### src/rtl/axi4_lite_master.sv
// axi4_lite_master
// Single-outstanding AXI4-Lite initiator. A local command (write or read) is
// accepted while idle, turned into exactly one AXI transaction, and reported
// back as a one-cycle rsp_valid pulse carrying the response code and read data.
//
// Ports:
//   axi_clk, axi_rst          bus clock, asynchronous active-high reset
//   cmd_valid/cmd_ready       command handshake; cmd_wr selects write (1) / read (0)
//   cmd_addr/wdata/wstrb      command payload, captured on accept
//   rsp_valid/rsp_rdata/resp  completion pulse, read data (0 for writes), B/R resp
//   busy                      transaction in flight (= !cmd_ready)
//   stall                     sticky watchdog flag, cleared by the next accept
//   m_aw*/m_w*/m_b*/m_ar*/m_r* AXI4-Lite initiator channels
//
// state    | meaning
// ---------+---------------------------------------------------------------
// S_IDLE   | cmd_ready high, waiting for a command
// S_WR_REQ | AW and/or W still outstanding, each tracked by its own VALID
// S_WR_RESP| both write handshakes done, m_bready high, waiting for B
// S_RD_REQ | m_arvalid high, waiting for AR handshake
// S_RD_DATA| m_rready high, waiting for R
// S_DONE   | rsp_valid pulse cycle; cmd_ready returns on the next cycle
module axi4_lite_master #(
  parameter int ADDR_WIDTH     = 64,
  parameter int DATA_WIDTH     = 32,
  parameter int TIMEOUT_CYCLES = 1024
) (
  input  logic                    axi_clk,
  input  logic                    axi_rst,
  input  logic                    cmd_valid,
  output logic                    cmd_ready,
  input  logic                    cmd_wr,
  input  logic [ADDR_WIDTH-1:0]   cmd_addr,
  input  logic [DATA_WIDTH-1:0]   cmd_wdata,
  input  logic [DATA_WIDTH/8-1:0] cmd_wstrb,
  output logic                    rsp_valid,
  output logic [DATA_WIDTH-1:0]   rsp_rdata,
  output logic [1:0]              rsp_resp,
  output logic                    busy,
  output logic                    stall,
  output logic [ADDR_WIDTH-1:0]   m_awaddr,
  output logic [2:0]              m_awprot,
  output logic                    m_awvalid,
  input  logic                    m_awready,
  output logic [DATA_WIDTH-1:0]   m_wdata,
  output logic [DATA_WIDTH/8-1:0] m_wstrb,
  output logic                    m_wvalid,
  input  logic                    m_wready,
  input  logic [1:0]              m_bresp,
  input  logic                    m_bvalid,
  output logic                    m_bready,
  output logic [ADDR_WIDTH-1:0]   m_araddr,
  output logic [2:0]              m_arprot,
  output logic                    m_arvalid,
  input  logic                    m_arready,
  input  logic [DATA_WIDTH-1:0]   m_rdata,
  input  logic [1:0]              m_rresp,
  input  logic                    m_rvalid,
  output logic                    m_rready
);

  typedef enum logic [2:0] {
    S_IDLE,
    S_WR_REQ,
    S_WR_RESP,
    S_RD_REQ,
    S_RD_DATA,
    S_DONE
  } state_t;

  state_t      state;
  logic [31:0] wd_cnt;

  // Protection is fixed: unprivileged, secure, data access.
  assign m_awprot = 3'b000;
  assign m_arprot = 3'b000;

  always_ff @(posedge axi_clk or posedge axi_rst) begin
    if (axi_rst) begin
      state     <= S_IDLE;
      cmd_ready <= 1'b1;
      busy      <= 1'b0;
      stall     <= 1'b0;
      wd_cnt    <= '0;
      rsp_valid <= 1'b0;
      rsp_rdata <= '0;
      rsp_resp  <= 2'b00;
      m_awaddr  <= '0;
      m_awvalid <= 1'b0;
      m_wdata   <= '0;
      m_wstrb   <= '0;
      m_wvalid  <= 1'b0;
      m_bready  <= 1'b0;
      m_araddr  <= '0;
      m_arvalid <= 1'b0;
      m_rready  <= 1'b0;
    end else begin
      rsp_valid <= 1'b0;

      // Watchdog: down-counter loaded on accept; reaching zero while busy
      // sets stall. A load of zero (TIMEOUT_CYCLES = 0) never fires.
      if (busy && wd_cnt != 32'd0) begin
        wd_cnt <= wd_cnt - 32'd1;
        if (wd_cnt == 32'd1) stall <= 1'b1;
      end

      case (state)
        S_IDLE: begin
          if (cmd_valid) begin
            cmd_ready <= 1'b0;
            busy      <= 1'b1;
            stall     <= 1'b0;
            wd_cnt    <= 32'(TIMEOUT_CYCLES);
            if (cmd_wr) begin
              m_awaddr  <= cmd_addr;
              m_wdata   <= cmd_wdata;
              m_wstrb   <= cmd_wstrb;
              m_awvalid <= 1'b1;
              m_wvalid  <= 1'b1;
              state     <= S_WR_REQ;
            end else begin
              m_araddr  <= cmd_addr;
              m_arvalid <= 1'b1;
              state     <= S_RD_REQ;
            end
          end
        end

        S_WR_REQ: begin
          // Each VALID clears on its own handshake; the phase ends once
          // both are either already low or handshaking this cycle.
          if (m_awready) m_awvalid <= 1'b0;
          if (m_wready)  m_wvalid  <= 1'b0;
          if ((!m_awvalid || m_awready) && (!m_wvalid || m_wready)) begin
            m_bready <= 1'b1;
            state    <= S_WR_RESP;
          end
        end

        S_WR_RESP: begin
          if (m_bvalid) begin
            m_bready  <= 1'b0;
            rsp_valid <= 1'b1;
            rsp_resp  <= m_bresp;
            rsp_rdata <= '0;
            state     <= S_DONE;
          end
        end

        S_RD_REQ: begin
          if (m_arready) begin
            m_arvalid <= 1'b0;
            m_rready  <= 1'b1;
            state     <= S_RD_DATA;
          end
        end

        S_RD_DATA: begin
          if (m_rvalid) begin
            m_rready  <= 1'b0;
            rsp_valid <= 1'b1;
            rsp_rdata <= m_rdata;
            rsp_resp  <= m_rresp;
            state     <= S_DONE;
          end
        end

        S_DONE: begin
          cmd_ready <= 1'b1;
          busy      <= 1'b0;
          state     <= S_IDLE;
        end

        default: state <= S_IDLE;
      endcase
    end
  end

endmodule

### config.mk
export PLATFORM = sky130hd
export DESIGN_NAME = axi4_lite_master
export DESIGN_NICKNAME = d
export VERILOG_FILES = /design/src/rtl/axi4_lite_master.sv
export SDC_FILE = /design/constraint.sdc
export NUM_CORES = 1
export LEC_CHECK = 0
export CORE_ASPECT_RATIO = 0.5
export CORE_MARGIN = 10
export CORE_UTILIZATION = 40
export DETAILED_ROUTE_END_ITERATION = 7
export PLACE_DENSITY = 0.76
export RECOVER_POWER = 100
export REMOVE_ABC_BUFFERS = 1
export SLEW_MARGIN = 10
export SYNTH_ARGS = -nofsm -noshare
export SYNTH_HDL_FRONTEND = slang
export SYNTH_SLANG_ARGS = --single-unit
### constraint.sdc
create_clock -name axi_clk -period 8.8 [get_ports axi_clk]
set_input_delay 1.76 -clock axi_clk [delete_from_list [all_inputs] [get_ports axi_clk]]
set_output_delay 1.76 -clock axi_clk [all_outputs]
set_load 0.02 [all_outputs]
# [Word-level counts from Yosys, hierarchy flattened]
# Index checks and enable logic that the tools add are counted.
[classes] n_addsub=1 n_eq_ne=15 mux=43 n_bitwise=1 reduce_logical=24
[ops] operator="$mux 32" count=5
[ops] operator="$pmux 32 s2" count=1
[ops] operator="$eq 32x1->1 const B" count=1
[ops] operator="$reduce_bool 32->1" count=1
[ops] operator="$sub 32x1->32 const B" count=1
[ops] operator="$mux 1" count=19
[ops] operator="$ne 2x2->1 const B" count=9
[ops] operator="$pmux 1 s2" count=8
[ops] operator="$mux 3" count=5
[ops] operator="$pmux 3 s5" count=1
[ops] operator="$reduce_and 3->1" count=5
[ops] operator="$reduce_and 4->1" count=3
[ops] operator="$reduce_bool 2->1" count=6
[ops] operator="$eq 3x2->1 const B" count=2
[ops] operator="$eq 3x3->1 const B" count=2
[ops] operator="$mux 2" count=3
[ops] operator="$reduce_and 5->1" count=1
[ops] operator="$pmux 2 s2" count=1
[ops] operator="$eq 3x1->1 const B" count=1
[ops] operator="$logic_not 3->1" count=1
[ops] operator="$logic_and 1x1->1" count=2
[ops] operator="$logic_not 1->1" count=2
[ops] operator="$logic_or 1x1->1" count=2
[ops] operator="$reduce_and 2->1" count=1
[ops] operator="$not 1->1" count=1
[word_totals] regBits=242 in_bits=145 out_inout_bits=213 word_cells=101

# [Longest topological paths before layout]
# Gate-level depths: netlist (run 1).
[depth] depth_word=5 mapped_depth=8 mapped_depth_nobuf=7

# [Least setup slack after synthesis (run 1)]
# OpenSTA, ideal clock, no wires.
[synth_timing] path_type="input to register" start="in cmd_wr" end="reg m_araddr[10]" setup_ns=0.125 arrival_ns=3.031 required_time_ns=8.675 setup_slack_ns=5.645 stages=4 n_path_buf=2 cell_sequence="clkbuf_1 > nor2_1 > clkbuf_1 > mux2_2"
[synth_via] elab_chain_len=2
[synth_lines] element="start: declaration" line="32" rtl="input logic cmd_wr,"
[synth_lines] element="$not 1->1 (no line)"
[synth_lines] element="$reduce_and 3->1 (no line)"
[synth_lines] element="end signal: assignment" line="122" rtl="m_araddr <= cmd_addr;"
[synth_lines] element="end: declaration" line="52" rtl="output logic [ADDR_WIDTH-1:0] m_araddr,"
# Every way passes these cells.
# A chain may end at the register's enable or synchronous reset.

# [Final worst setup path (run 1)]
[layout_timing] start="in cmd_valid" end="reg m_awaddr[10]"
[layout_via] elab_chain_len=1
[layout_lines] element="start: declaration" line="30" rtl="input logic cmd_valid,"
[layout_lines] element="$reduce_and 3->1 (no line)"
[layout_lines] element="end signal: assignment" line="115" rtl="m_awaddr <= cmd_addr;"
[layout_lines] element="end: declaration" line="41" rtl="output logic [ADDR_WIDTH-1:0] m_awaddr,"
# Every way passes these cells.

==> results.md, run 1 <==
* Max incr delay on CP at ~1.6 ns
* Cell area after synthesis at a little under 10,000 um2
* Maximum fanout along the worst path at between 50 and 60
* Post-synth EDFFs at 0
* Critical path buffer and inverter count at 3
* IO Port Bufs at approximately 350
* Kind of critical path: primary input to register
* Crit-path cells: dlygate4sd3_1 -> and3_1 -> clkbuf_1 -> nand2_1 -> buf_4 -> mux2_2
* Synthesis-to-layout area growth at 46.6%
* Critical Path AT at approximately 6.4 ns
* Clock Sinks at approximately 240
* Status: finished, violations left
* Pre-CTS worst setup slack at approximately 4.3 ns
* Top Family by Delay on Critical Path: buffers and inverters
* Area of the multi-input gates at between 3000 and 4000 um2
* Global route overflow at 0
* Clock latency on the worst-skew pair at around 0.52 ns
* Register area share after synthesis at 0.614
* Vias per Instance at about 5
* Leakage power total at around 6.3 nW
* Max-slew headroom at -1.91
* Yosys top cell area share at 0.611
* Row cnt at 40
* Fraction of layout cells with a size suffix above 1 at 0.193
* TNS Setup at 0 ns
* HPWL after DPL at between 20,000 and 25,000 um
* Worst Setup End Kind: register
* Worst min path class: register to register
* Final Slew Violations at between 200 and 300
* Postcts setup bufs at 0
* IO Pins at roughly 360
* DR iter-0 viols at approximately 550
* H-tree depth at 1
* Min Hold Slack at 0.472 ns
* Vias in the first global route at ~7,500
* Area of the die at between 30,000 and 40,000 um2
* Fin nets at between 1,000 and 1,500
* Total CTS buffers at 24
* Total power at about 5.5 mW
* Clock transition at path regs at 0.06 ns
* DR WL/cell at approximately 20 um
* FMAX at about 170 MHz
* First-pass iteration count of the detailed router at 5
* RSZ-0062 raised after global routing: no
* Req. time, crit path at about 9.2 ns
* Fin. Hold Viols at 0
* Die height at roughly 130 um
* Hold buffer count at cts at 0
* Via count at 7,355
* Post-route ant nets at 0
* Least-Margin Pin Slew at 4.33 ns
* Final min period at 6.04 ns
* Logic pwr share at 0.458
* Failing checks: capacitance limit, slew limit
* Resize count post-CTS at 0
* Register area at between 6000 and 7000 um2
* Core Box Area at roughly 24,000 um2
* CTS root buffer: clkbuf_16
* P_sw at 2.09 mW
* Global-route wire length before repair at between 40,000 and 50,000 um
* Starting density of the core at 0.409
* Syn Inst Count at between 700 and 800
* Startpoint Class: primary input
* RD Place Congestion at 0.874
* Detailed Route WL at between 20,000 and 30,000 um
* Power density over cell area at ~380 nW/um2
* Synth area leaders: dfrtp_1, mux2_2, nand2_1
* Number of antenna violations at the first check in global routing at 1
* GRT Overall Usage at 0.177
* Maxcap violations at 4
* Post-synth ARST share at 1.00
* Final Worst Setup Slack at between 2 and 3 ns
* Setup violators final at 0
* Clk pwr share at 0.193
* Syn. warnings at 0
* Yosys reg bits at 242
* Pin count of the biggest net entering global routing at 146
* CP max-delay cell: nand2_1
* VDD IR max at 146 uV
* Number of fill cells in the layout at approximately 1,900
* Buffer levels on the longest clock path at 3
* CTS tree: built
* Yosys top cell by area: dfrtp_1
* Sw Ratio at 0.381
* Sequential group share of total power at 0.349
* Clock Skew at around 0.011 ns
* Mapped Avg Cell Area at approximately 13 um2
* Yosys cell types at 50
* Layout Utilization at 0.600
* Synth Flop Type: dfrtp_1
* Internal power at approximately 3.4 mW
* DRC violations left at 0
* Chip width at around 240 um
* Period utilization at 0.687
## synthesized netlist by cell type, drive strengths merged, types with 2 or more instances
| master | instances |
|---|---|
| a31o | 2 |
| nor2 | 18 |
| nand2 | 88 |
| and3 | 4 |
| buf | 11 |
| nand2b | 2 |
| inv | 13 |
| o21ai | 58 |
| dfrtp | 241 |
| a21oi | 28 |
| or2 | 2 |
| nand4 | 5 |
| o211ai | 4 |
| mux2i | 5 |
| o311ai | 2 |
| o41ai | 6 |
| ha | 3 |
| o31ai | 4 |
| nand3 | 7 |
| or3 | 23 |
| a31oi | 8 |
| nor3 | 10 |
| or4 | 10 |
| xnor2 | 2 |
| nor4 | 7 |
| mux2 | 164 |
| clkbuf | 37 |
## placed cells by master (no fill, tap or decap), types with 3 or more instances in the layout
cell type	Yosys	routed
dfrtp_1	241	241
dlygate4sd3_1	0	212
mux2_2	164	164
clkdlybuf4s50_1	0	139
nand2_1	87	87
o21ai_0	54	54
a21oi_1	28	28
clkbuf_16	0	25
or3_1	23	23
nor2_1	18	17
inv_1	13	12
or4_1	9	9
a31oi_1	8	8
nor3_1	9	8
nand3_1	7	7
o41ai_1	6	6
nor4_1	5	6
conb_1	1	6
clkbuf_8	0	6
clkinv_2	0	6
mux2i_1	5	5
nand4_1	5	5
and3_1	4	4
o211ai_1	4	4
o31ai_1	4	4
o21ai_1	4	4
ha_1	3	3
clkbuf_1	37	3
## cell families after synthesis
group	synth area share
AO/OA/AOI/OAI	0.0676
XOR/XNOR	0.00266
adder cells (fa/ha/maj)	0.00380
buffers and inverters	0.0266
flip-flops	0.614
multiplexers	0.192
other	0.000380
AND/OR/NAND/NOR	0.0932
## layer usage
metal,wire (um),GRT usage,vias to the layer above
met2,17100,0.342,164
li1,-,-,3442
met5,0,0,-
met3,1150,0.0330,44
met1,10900,0.199,3705
met4,639,0.0456,0
## path summary, 6_finish.rpt
| kind | from | end | slack [ns] | cells past startpoint |
|---|---|---|---|---|
| worst max register to register | state[2] | m_awaddr[10] | 3.84 | 6 |
| worst max-delay path | cmd_valid | m_awaddr[10] | 2.76 | 6 |
| max in group asynchronous | axi_rst | m_wdata[24] | 3.83 | 3 |
| worst min-delay path | rsp_rdata[20] | rsp_rdata[20] | 0.47 | 2 |
| min in group asynchronous | axi_rst | rsp_resp[0] | 2.98 | 2 |
| worst min register to register | rsp_rdata[20] | rsp_rdata[20] | 0.47 | 2 |
## sequential cells by signal, summed over array words and instances (netlist names), 2 cells and up
name,count
m_araddr,64
m_awaddr,64
m_wdata,32
m_wstrb,4
rsp_rdata,32
rsp_resp,2
state,3
wd_cnt,32
## power by group through the flow
| stage | combinational, mW | sequential (mW) | clock (mW) |
|---|---|---|---|
| 3_3_place_gp | 2.64 | 1.92 | 0 |
| 4_1_cts | 2.70 | 1.93 | 1.09 |
| 3_5_place_dp | 2.69 | 1.95 | 0 |
| 2_1_floorplan | 0.873 | 2.45 | 0 |
| 6_report | 2.51 | 1.91 | 1.06 |
| 5_1_grt | 2.67 | 1.98 | 1.14 |
## tightest hold or removal path, cell delays in order (launching register included)
cell and delay (ns):
dfrtp_1 0.33, nand2_1 0.05, o21ai_0 0.06
## per-stage QoR
| step | area [um2] | instances |
|---|---|---|
| 6_report | 14500 | 1470 |
| 4_1_cts | 14500 | 1469 |
| 2_1_floorplan | 9680 | 735 |
| 5_1_grt | 14500 | 1470 |
| 3_5_place_dp | 13700 | 1427 |
| 3_3_place_gp | 13700 | 1427 |
## layout make-up
cell class	count	share of cell area
sequential	242	0.419
multi-input combinational	480	0.246
timing repair buffer	356	0.246
clock buffer	32	0.0492
tap	336	0.0291
clock inverter	10	0.00735
inverter	13	0.00346
antenna	1	0.000173
(Power assumes the default switching activity.)
==> run 2, diff against run 1 <==
Clock period 8.8 ns to 5.3 ns, I/O delays scaled along.
==> results.md, run 2 (same netlist as run 1, synthesis figures left out) <==
* Status: finished, violations left
* Failing checks: capacitance limit, slew limit
* GRT Overall Usage at 0.181
* Top flop regs: m_araddr x64, m_awaddr x64
* Post-route cell area at about 14,000 um2
* IO Port Bufs at between 300 and 400
* RD Place Congestion at between 0.9 and 1
* Critical path buffer and inverter count at 2
* FMAX at 256 MHz
* Req. time, crit path at about 5.7 ns
* Min Hold Slack at between 0.4 and 0.5 ns
* Crit-path cells: dlygate4sd3_1 -> nand3_1 -> nor2_4 -> clkbuf_1 -> mux2_2
* CTS tree: built
* Vias per Instance at between 5 and 6
* Buffer levels on the longest clock path at 3
* Max incr delay on CP at 0.96 ns
* Maxcap violations at 3
* Most frequent cells in the layout: dfrtp_1, dlygate4sd3_1, mux2_2, clkdlybuf4s50_1, nand2_1
* Number of antenna violations at the first check in global routing at 0
* Kind of critical path: primary input to register
* Resize count post-CTS at 0
* Fraction of layout cells with a size suffix above 1 at 0.183
* Top Family by Delay on Critical Path: buffers and inverters
* Chip width at between 200 and 250 um
* Fin. Hold Viols at 0
* DR WL/cell at between 20 and 25 um
* CTS root buffer: clkbuf_16
* Placed cell area at 13,700 um2
* Core Box Area at approximately 24,000 um2
* Via count at 7,378
* Startpoint Class: primary input
* Global route overflow at 0
* Global-route wire length before repair at between 40,000 and 50,000 um
* Area of the multi-input gates at between 3000 and 4000 um2
* Number of fill cells in the layout at ~2,000
* Max-slew headroom at -0.679
* Power density over cell area at between 600 and 700 nW/um2
* First-pass iteration count of the detailed router at 5
* Postcts setup bufs at 0
* Die height at around 130 um
* DR iter-0 viols at ~470
* Synthesis-to-layout area growth at 45.5%
* Final Slew Violations at roughly 220
* Clock Skew at slightly below 0.009 ns
* Critical Path AT at approximately 4.3 ns
* Total CTS buffers at 23
* Vias in the first global route at between 7,000 and 8,000
* Period utilization at 0.736
* Worst min path class: register to register
* Setup violators final at 0
* RSZ-0062 raised after global routing: no
* Fin nets at 1,267
* Area of the die at 31,700 um2
* Clock transition at path regs at around 0.070 ns
* Pin count of the biggest net entering global routing at 116
* Hold buffer count at cts at 0
* Starting density of the core at 0.409
* Cells after DPL at ~1,400
* Register area at 6060 um2
* DRC violations left at 0
* Antenna diodes at 0
* IO Pins at approximately 360
* Maximum fanout along the worst path at 30
* Row cnt at 40
* H-tree depth at 1
* Final min period at just under 4 ns
* VDD IR max at 212 uV
* Commonest non-fill, non-tap cell in the layout: dfrtp_1
* CP max-delay cell: clkbuf_1
* Least-Margin Pin Slew at about 2.5 ns
* Post-route ant nets at 0
* Layout Cells excl Fill at 1,470
* Leakage power total at 6.24 nW
* R2R setup slack at 1.71 ns
* Detailed Route WL at approximately 30,000 um
* Clock Sinks at about 240
* Layout Utilization at 0.596
* Clock latency on the worst-skew pair at 0.52 ns
* Worst Setup End Kind: register
* HPWL after DPL at 22,700 um
==> run 2: worst paths after layout <==
kind,cells after the start,from,endpoint
setup / recovery,5,cmd_valid,m_araddr[50]
hold / removal,2,rsp_rdata[7],rsp_rdata[7]
setup reg to reg,5,state[2],m_araddr[50]
hold reg to reg,2,rsp_rdata[7],rsp_rdata[7]
max in group asynchronous,3,axi_rst,m_awaddr[12]
min in group asynchronous,2,axi_rst,rsp_rdata[19]
==> run 2: layer usage <==
layer,up-vias,wire (um),GRT usage
met5,-,0,0
met4,0,718,0.0467
met3,51,1130,0.0326
met2,155,17200,0.354
met1,3723,11100,0.201
li1,3449,-,-
==> run 2: tightest hold or removal path, stage by stage, from the launching register on <==
cell and delay (ns):
dfrtp_1 0.34, nand2_1 0.04, o21ai_0 0.05
==> run 2: through the flow <==
| step | setup WS [ns] | total power [mW] | TNS (ns) |
|---|---|---|---|
| after global placement | 1.55 | 7.59 | 0 |
| after global routing | 1.20 | 9.43 | 0 |
| after floorplan | -2.40 | 5.51 | -579.68 |
| final | 1.40 | 8.93 | 0 |
| after detailed placement | 1.52 | 7.71 | 0 |
| after CTS | 2.06 | 9.34 | 0 |
==> run 2: cell type report <==
class	count	share of cell area
timing repair buffer	359	0.249
clock buffer	36	0.0455
inverter	13	0.00366
sequential	242	0.422
clock inverter	4	0.00340
tap	336	0.0293
multi-input combinational	480	0.248
==> run 2: where the power goes <==
part           internal [mW]  total (mW)  switching (mW)
Combinational           1.89        4.15            2.26
Sequential              2.68        3.19           0.509
Clock                  0.897        1.59           0.697
